## src/rtl/dma_mst_pkg.sv

```systemverilog
// Shared definitions for the dma_mst copy engine: register map, CTRL bit
// positions and the FSM state encoding.
package dma_mst_pkg;

    localparam logic [1:0] REG_SRC  = 2'd0;
    localparam logic [1:0] REG_DST  = 2'd1;
    localparam logic [1:0] REG_LEN  = 2'd2;
    localparam logic [1:0] REG_CTRL = 2'd3;

    localparam int CTRL_START = 0;
    localparam int CTRL_IE    = 1;
    localparam int CTRL_CLR   = 2;

    typedef enum logic [2:0] {
        ST_IDLE,
        ST_REQ,
        ST_RD,
        ST_WR,
        ST_FIN
    } state_t;

endpackage

```

## src/rtl/dma_mst.sv

```systemverilog
// Single-channel memory-to-memory copy engine: CPU-side register slave plus a
// bus initiator that copies LEN words from SRC to DST, two cycles per word.
module dma_mst
    import dma_mst_pkg::*;
#(
    parameter int DW  = 16,
    parameter int AW  = 16,
    parameter int SAW = 12
) (
    input  logic           clk,
    input  logic           rst,
    input  logic [DW-1:0]  din,
    input  logic [SAW-1:0] addr,
    input  logic           we,
    output logic [DW-1:0]  dout,
    output logic           m_req,
    input  logic           m_gnt,
    output logic [AW-1:0]  m_addr,
    output logic [DW-1:0]  m_din,
    output logic           m_we,
    input  logic [DW-1:0]  m_dout,
    output logic           done_int
);

    state_t        state;
    logic [AW-1:0] src_reg, dst_reg, cur_src, cur_dst;
    logic [DW-1:0] len_reg, remain;
    logic          ie, busy, done;

    logic wr_ctrl, start, clr;
    logic unused_addr_hi;

    // Only the low two address bits select a register; the rest is block-local.
    assign unused_addr_hi = ^addr[SAW-1:2];

    assign wr_ctrl = we && (addr[1:0] == REG_CTRL);
    assign start   = wr_ctrl && din[CTRL_START];
    assign clr     = wr_ctrl && din[CTRL_CLR];

    // Read data arrives one cycle after the address, so the write data must
    // pass straight through during WR rather than be registered.
    assign m_din = m_we ? m_dout : '0;

    // Slave register file and registered read port.
    always_ff @(posedge clk or posedge rst) begin
        if (rst) begin
            src_reg <= '0;
            dst_reg <= '0;
            len_reg <= '0;
            ie      <= 1'b0;
            dout    <= '0;
        end else begin
            if (we && !busy && addr[1:0] == REG_SRC) src_reg <= AW'(din);
            if (we && !busy && addr[1:0] == REG_DST) dst_reg <= AW'(din);
            if (we && !busy && addr[1:0] == REG_LEN) len_reg <= din;
            if (wr_ctrl) ie <= din[CTRL_IE];

            case (addr[1:0])
                REG_SRC:  dout <= DW'(src_reg);
                REG_DST:  dout <= DW'(dst_reg);
                REG_LEN:  dout <= len_reg;
                REG_CTRL: dout <= DW'({done, ie, busy});
            endcase
        end
    end

    // Copy FSM; bus outputs are set on the transition into the state that
    // owns them, so every bus signal comes straight from a flop.
    always_ff @(posedge clk or posedge rst) begin
        if (rst) begin
            state    <= ST_IDLE;
            cur_src  <= '0;
            cur_dst  <= '0;
            remain   <= '0;
            busy     <= 1'b0;
            done     <= 1'b0;
            done_int <= 1'b0;
            m_req    <= 1'b0;
            m_addr   <= '0;
            m_we     <= 1'b0;
        end else begin
            // NOTE: non-blocking assignments throughout, so every branch sees the
            // pre-edge value of cur_src/remain regardless of statement order.
            done_int <= 1'b0;
            if (clr) done <= 1'b0;   // FIN below overrides a coincident clear

            case (state)
                ST_IDLE: begin
                    if (start) begin
                        if (len_reg != '0) begin
                            cur_src <= src_reg;
                            cur_dst <= dst_reg;
                            remain  <= len_reg;
                            busy    <= 1'b1;
                            m_req   <= 1'b1;
                            state   <= ST_REQ;
                        end else begin
                            state   <= ST_FIN;
                        end
                    end
                end
                ST_REQ: begin
                    if (m_gnt) begin
                        m_addr <= cur_src;
                        state  <= ST_RD;
                    end
                end
                ST_RD: begin
                    m_addr <= cur_dst;
                    m_we   <= 1'b1;
                    state  <= ST_WR;
                end
                ST_WR: begin
                    cur_src <= cur_src + AW'(1);
                    cur_dst <= cur_dst + AW'(1);
                    remain  <= remain - DW'(1);
                    m_we    <= 1'b0;
                    if (remain == DW'(1)) begin
                        m_addr <= '0;
                        m_req  <= 1'b0;
                        state  <= ST_FIN;
                    end else if (m_gnt) begin
                        m_addr <= cur_src + AW'(1);
                        state  <= ST_RD;
                    end else begin
                        m_addr <= '0;
                        state  <= ST_REQ;
                    end
                end
                ST_FIN: begin
                    busy     <= 1'b0;
                    done     <= 1'b1;
                    done_int <= ie;
                    state    <= ST_IDLE;
                end
                default: state <= ST_IDLE;
            endcase
        end
    end

endmodule

```

## config.mk

```make
export PLATFORM = sky130hd
export DESIGN_NAME = dma_mst
export DESIGN_NICKNAME = d
export VERILOG_FILES = /design/src/rtl/dma_mst_pkg.sv /design/src/rtl/dma_mst.sv
export SDC_FILE = /design/constraint.sdc
export NUM_CORES = 1
export LEC_CHECK = 0
export CELL_PAD_IN_SITES_DETAIL_PLACEMENT = 0
export CELL_PAD_IN_SITES_GLOBAL_PLACEMENT = 1
export CORE_MARGIN = 1
export CORE_UTILIZATION = 27
export CTS_CLUSTER_DIAMETER = 80
export DETAILED_ROUTE_END_ITERATION = 8
export GPL_TIMING_DRIVEN = 0
export PLACE_DENSITY = 0.63
export SETUP_SLACK_MARGIN = 0.15
export SYNTH_ARGS = -nofsm -noshare
export SYNTH_HDL_FRONTEND = slang
export SYNTH_SLANG_ARGS = --single-unit
```

## constraint.sdc

```tcl
create_clock -name clk -period 5.2 [get_ports clk]
set_clock_uncertainty 0.05 [all_clocks]
set_input_delay 1.04 -clock clk [delete_from_list [all_inputs] [get_ports clk]]
set_output_delay 1.04 -clock clk [all_outputs]
set_load 0.02 [all_outputs]
```

==> results by group, run 1 <==
Logic synthesis
  • Mapped Nets: 743
  • EDFF count, synth: 0
  • Commonest cells in the netlist: 137 x dfrtp_1, 57 x nand2_1, 56 x nor2_1
  • Gate Count Post-Synth: 691
  • Area contributors post-synth: dfrtp_1 49%, mux2_2 8.1%, nand2_1 3.1%
  • Avg Inst Size Synth: 10.04 um^2
  • Yosys warnings: 0
  • Largest area contributor in the netlist: dfrtp_1
  • Post-synth design cell area: 6940 um^2
  • Register area share after synthesis: 49.40%
  • Count leader, synth: dfrtp_1
  • Synth top area share: 49.40%
  • Dominant synthesized flop cell: dfrtp_1
  • Count of different cell masters after synthesis: 57
  • Asr flop ratio synth: 100.0%
  • Yosys reg bits: 137

Pwr
  • Seq pwr share: 38.0%
  • Pint: 0.003165 W
  • Share of power burned in combinational logic: 40.9%
  • NetSw: 0.002344 W
  • Pleak: 3.509 nW
  • Max VDD drop: 0.2462 mV
  • Total power: 0.005508 W
  • Power per cell area: 624.0 nW/um^2
  • Switching fraction of total power: 42.55%
  • Clock share of power: 21.1%

Finish
  • Antenna diodes: 0
  • Final net count: 851
  • Share of layout cells above drive strength 1: 13.18%
  • Area Overhead vs Synth: 27.19%
  • Final instance area: 8827 um^2
  • # fillers: 2602
  • Core Util, Final: 35.05%

CTS
  • Post-CTS setup buffers: 0
  • Root Buffer: clkbuf_16
  • Cts hold-fix bufs: 0
  • CTS tree: done
  • Post_cts resized: 0
  • CTS Buffer Depth: 2
  • Clk slew on worst S/H paths: 0.06 ns
  • CTS sink count: 137
  • Num CTS Buffers: 17
  • H-tree Lvls: 4
  • Worst-Skew Late Latency: 0.44 ns

STA
  • Relative slew slack: 28.40%
  • Fmax: 0.2476 GHz
  • Tightest Pin Transition: 1.065 ns
  • Setup TNS: 0 ns
  • RSZ-0062 raised after global routing: no
  • Final worst-path cycle share: 77.68%
  • Minimum clock period: 4.039 ns
  • Slew Viols, Final: 0
  • Fin. Hold Viols: 0
  • Final setup viols: 0

Placement
  • DP Area: 8273 um^2
  • GPL Wtd Cong: 0.8416
  • PortBufs: 88
  • Detailed placement HPWL: 16370 um

Worst setup path
  • CP Launch Type: input port
  • Setup Crit Path Kind: in -> reg
  • Slowest cell on crit path: o31ai_1
  • R2R setup slack: 2.02 ns
  • CP cell instances: clkdlybuf4s50_1 -> nand4_1 -> or3_1 -> clkbuf_1 -> o31ai_1 -> clkbuf_1 -> o21ai_0 -> a21oi_1
  • Critical path endpoint category: flop
  • Buf/Inv on CP: 3
  • CP delay by family, top: buffers and inverters
  • Crit-path max FO: 10
  • Worst Reg2Reg Path Length in Cells: 8
  • Crit path required time: 5.50 ns
  • R2R Path End: cur_src[9]
  • Top cell by count, worst path: clkbuf_1
  • RR Startpoint: len_reg[2]
  • CP max stage delay: 0.91 ns
  • Worst path arrival time: 4.34 ns
  • WP depth: 8

Global route
  • Total GRT Usage: 17.58%
  • Largest net degree at the start of global routing: 88
  • Global-route wire length before repair: 34490 um
  • Remaining global-route overflow: 0
  • Initial antenna violation count: 0
  • Vias in the first global route: 5595

Run
  • Max-cap violations: 0

Worst hold path
  • Worst min-delay path endpoint: m_addr[14]
  • Hold depth: 1
  • Worst Hold Launch: m_addr[14]
  • Hold Path Class: reg -> reg

Drt
  • Routed WL per cell: 19.57 um
  • DRT Wirelength: 22350 um
  • Post-route ant nets: 0
  • Routed vias: 5864
  • First-pass detailed-route iteration total: 5
  • DRC: 0
  • Vias/cell: 5.135
  • First DRT Iteration DRCs: 440

Floorplan
  • I/O pins: 99
  • Core Region: 25180 um^2
  • Die width: 162.3 um
  • Initial Utilization: 27.56%
  • Die Area: 26350 um^2
  • Die Y-Extent: 162.3 um
  • # rows: 58

Run status
  • Status: complete, no violations
==> how the worst max path moves through the flow <==
stage	start	endpoint	slack, ns
after floorplan	rst	busy	0.44
after global placement	rst	cur_src[5]	-1.93
after detailed placement	we	cur_src[2]	0.71
after CTS	we	cur_src[10]	1.16
after global routing	we	cur_src[10]	0.92
final	we	cur_src[10]	1.16
==> kinds of logic (layout without fill, tap and decap cells) <==
family                   after synthesis  after routing  synth area share (%)
multiplexers                          72             72                 11.83
flip-flops                           137            137                 49.40
buffers and inverters                 62            183                 3.570
XOR/XNOR                              15             15                 1.893
AO/OA/AOI/OAI                        139            139                 13.27
AND/OR/NAND/NOR                      262            262                 19.33
adder cells (fa/ha/maj)                4              4                0.7211
==> layer usage <==
| layer | routed length (um) | up-vias | global-route usage, % |
|---|---|---|---|
| li1 | - | 2753 | - |
| met1 | 10860 | 2853 | 25.70 |
| met2 | 9573 | 226 | 25.72 |
| met3 | 1494 | 32 | 3.692 |
| met4 | 422 | 0 | 5.403 |
| met5 | 0 | - | 0 |
==> worst reg2reg max path, stage by stage, from the launching register on <==
cell and delay, ns:
dfrtp_1 0.47, nor4_1 0.42, and4_1 0.24, clkbuf_1 0.32, or3_1 0.22, clkbuf_1 0.40
clkbuf_1 0.59, nor2_1 0.20, nor3_1 0.17
==> cell type report <==
type                       count  area (um^2)  share of cell area [%]
multi-input combinational    492         3271                   37.05
sequential                   137         3428                   38.84
buffer                        49        198.9                   2.254
tap                          330        412.9                   4.678
inverter                      13        53.80                  0.6095
timing repair buffer          89        908.4                   10.29
clock inverter                15        128.9                   1.460
clock buffer                  17        425.4                   4.819
==> per-stage QoR <==
stage,std cells,setup slack (ns),hold slack [ns]
finish,1142,1.161,0.4400
global placement,1109,-1.927,0.4176
detailed placement,1110,0.7130,0.4249
floorplan,691,0.4422,0.3989
global route,1142,0.9157,0.4575
CTS,1142,1.157,0.4365
==> power by group through the flow <==
stage                     registers, W  logic, W  clock network (W)
final                          0.00209   0.00225            0.00116
after global routing           0.00215   0.00247            0.00123
after floorplan                0.00201   0.00137                  0
after CTS                      0.00208   0.00227            0.00118
after global placement         0.00209   0.00224                  0
after detailed placement       0.00210   0.00226                  0
==> placed cells by master (no fill, tap or decap), types with 5 or more instances in the layout <==
cell,count
dfrtp_1,137
clkdlybuf4s50_1,88
nand2_1,57
nor2_1,56
mux2_2,50
clkbuf_1,42
a21oi_1,41
nor3_1,40
o21ai_0,39
mux2i_1,19
and3_1,18
and2_1,17
clkbuf_16,17
nor4_1,15
nand3_1,15
nand4_1,12
inv_1,12
a211oi_1,12
xnor2_1,12
a221oi_2,8
a31oi_1,7
inv_6,7
or3_1,5
o31ai_1,5
o22ai_1,5
buf_1,5
No activity file was read; power rests on OpenSTA's default activity.
==> run 2, diff against run 1 <==
Settings changed: PLACE_DENSITY 0.63 to 0.65.
Clock period 5.2 ns to 3.37 ns, I/O delays scaled along.
==> run 2 against run 1 <==
Combinational power rose by 56%. Non-clock buffer count grew 3. Global-route usage grew 0.090 points. Die area did not move. Hold slack about the same. Clock power is 65% higher. Sequential power up 55%. Via count up 0.41%. Clock-buffer cell count up 1. Critical endpoint is now cur_src[7].
==> results by group, run 2 (same netlist as run 1, synthesis figures left out) <==
Drt
  • DRC: 0 (unchanged)
  • Routed vias: 5888 (+0.41%)
  • Vias/cell: 5.138 (about the same)
  • DRT Wirelength: 22360 um (about the same)
  • First-pass detailed-route iteration total: 5 (unchanged)
  • Post-route ant nets: 0 (unchanged)
  • Routed WL per cell: 19.51 um (-0.30%)
  • First DRT Iteration DRCs: 439 (-0.23%)

Pwr
  • Power per cell area: 966.6 nW/um^2 (+55%)
  • Pleak: 3.572 nW (+1.8%)
  • Max VDD drop: 0.4253 mV (+73%)

Finish
  • Share of layout cells above drive strength 1: 14.36% (+1.2 points)
  • Area Overhead vs Synth: 29.02%
  • Leading cell type in the layout, fill and taps excluded: dfrtp_1
  • Highest-count cells in the layout ignoring fill and taps: 137 x dfrtp_1, 88 x clkdlybuf4s50_1, 57 x nand2_1, 56 x nor2_1, 50 x mux2_2
  • Final net count: 854 (+0.35%)

Floorplan
  • Core Region: 25180 um^2 (unchanged)
  • I/O pins: 99 (unchanged)
  • Die Y-Extent: 162.3 um (unchanged)
  • Die width: 162.3 um (unchanged)
  • # rows: 58 (unchanged)
  • Initial Utilization: 27.56% (unchanged)
  • Die Area: 26350 um^2 (unchanged)

Worst setup path
  • R2R setup slack: 0.52 ns (-1.50 ns)
  • Crit-path max FO: 10 (unchanged)
  • RR Startpoint: remain[4]
  • Worst Reg2Reg Path Length in Cells: 7 (-1)
  • R2R Path End: m_addr[6]
  • Crit path required time: 3.62 ns (-1.88 ns)
  • Setup Crit Path Kind: in -> reg
  • Worst path arrival time: 3.41 ns (-0.93 ns)
  • Critical path endpoint category: flop
  • CP Launch Type: input port

STA
  • Final hold slack: 0.4398 ns (-0.0002750 ns)
  • Final worst-path cycle share: 93.69%
  • Final setup viols: 0 (unchanged)
  • Setup TNS: 0 ns (unchanged)
  • Relative slew slack: 41.68% (+13 points)
  • Fmax: 0.3167 GHz
  • Slew Viols, Final: 0 (unchanged)
  • RSZ-0062 raised after global routing: yes
  • Fin. Hold Viols: 0 (unchanged)
  • Minimum clock period: 3.157 ns
  • Tightest Pin Transition: 0.8725 ns (-0.1924 ns)

CTS
  • H-tree Lvls: 4 (unchanged)
  • Worst-Skew Late Latency: 0.43 ns (about the same)
  • CTS Buffer Depth: 2 (unchanged)
  • Num CTS Buffers: 17 (unchanged)
  • CTS tree: done
  • Cts hold-fix bufs: 0 (unchanged)
  • Clk slew on worst S/H paths: 0.06 ns (about the same)
  • CTS sink count: 137 (unchanged)
  • Root Buffer: clkbuf_16

Global route
  • Initial antenna violation count: 1 (+1)
  • Largest net degree at the start of global routing: 38 (-57%)
  • Remaining global-route overflow: 0 (unchanged)
  • Vias in the first global route: 5698 (+1.8%)
  • Global-route wire length before repair: 34810 um (+0.92%)
  • Total GRT Usage: 17.67% (+0.090 points)

Worst hold path
  • Hold Path Class: reg -> reg
  • Worst Hold Launch: m_addr[14]
  • Worst min-delay path endpoint: m_addr[14]
  • Hold depth: 1 (unchanged)

Placement
  • GPL Wtd Cong: 0.7966 (-5.3%)
  • PortBufs: 88 (unchanged)
  • Detailed placement HPWL: 16450 um (+0.51%)

Run
  • Max-cap violations: 0 (unchanged)

Run status
  • Status: complete, no violations
run 2: cell types whose count changed in the layout (fill, tap and decap cells not counted), sizes merged:
cell,delta
buf,+3
clkbuf,+1
clkinvlp,+1
diode,+1
inv,-4
bufinv,+2
run 2: final cells by class:
type	instances	area (um^2)
Fill cell	2578	16230
Sequential cell	137	3428
Multi-Input combinational cell	492	3284
Timing Repair Buffer	92	968.4
Clock buffer	18	429.2
Tap cell	330	412.9
Buffer	49	212.7
Clock inverter	14	163.9
Inverter	13	52.55
Antenna cell	1	2.502
run 2: through the flow:
stage | util (%) | worst slack (ns) | power [W] | instances | instance area, um^2
floorplan | - | 0.8332 | 0.005215 | 691 | 6944
global placement | 32.71 | -0.7569 | 0.006681 | 1109 | 8238
detailed placement | 33.09 | -0.7473 | 0.006728 | 1113 | 8332
CTS | 35.54 | 0.1359 | 0.008687 | 1145 | 8949
global route | 35.55 | 0.1494 | 0.009192 | 1145 | 8952
finish | 35.56 | 0.2125 | 0.008656 | 1146 | 8955
run 2: per-layer routing:
layer / GRT usage (%) / vias up / part of all wire [%]
li1: - / 2746 / -
met1: 26.03 / 2898 / 49
met2: 25.33 / 222 / 42
met3: 4.405 / 22 / 7.4
met4: 4.889 / 0 / 1.5
met5: 0 / - / 0
run 2: what timing repair did:
item,4_1_cts,5_1_grt
resized for setup,9,6
setup endpoints to repair,26,28
cloned,0,0
buffers inserted,0,0
run 2: how the worst max path moves through the flow:
stage                         start          end  slack (ns)  cells after the start
final                            we   cur_src[7]        0.21                      9
after global routing             we  cur_dst[10]        0.15                      8
after CTS                        we   cur_src[6]        0.14                      8
after detailed placement         we  cur_src[10]       -0.75                      8
after global placement           we   cur_src[2]       -0.76                      8
after floorplan           remain[9]    m_addr[6]        0.83                      7
run 2: report_power, final:
| part | switching, W | internal (W) | leakage, nW | total [W] |
|---|---|---|---|---|
| registers | 0.000846 | 0.00238 | 1.56 | 0.00323 |
| logic | 0.00197 | 0.00155 | 1.73 | 0.00352 |
| clock network | 0.000797 | 0.00111 | 0.286 | 0.00191 |
| total | 0.00361 | 0.00504 | 3.57 | 0.00866 |
run 2: worst max-delay path, stage by stage:
cell and delay (ns):
clkdlybuf4s50_1 0.62, nand4_1 0.24, or3_1 0.36, clkbuf_1 0.24, or3_1 0.42, clkbuf_2 0.24
clkbuf_4 0.26, nor2_1 0.24, nor3_1 0.10
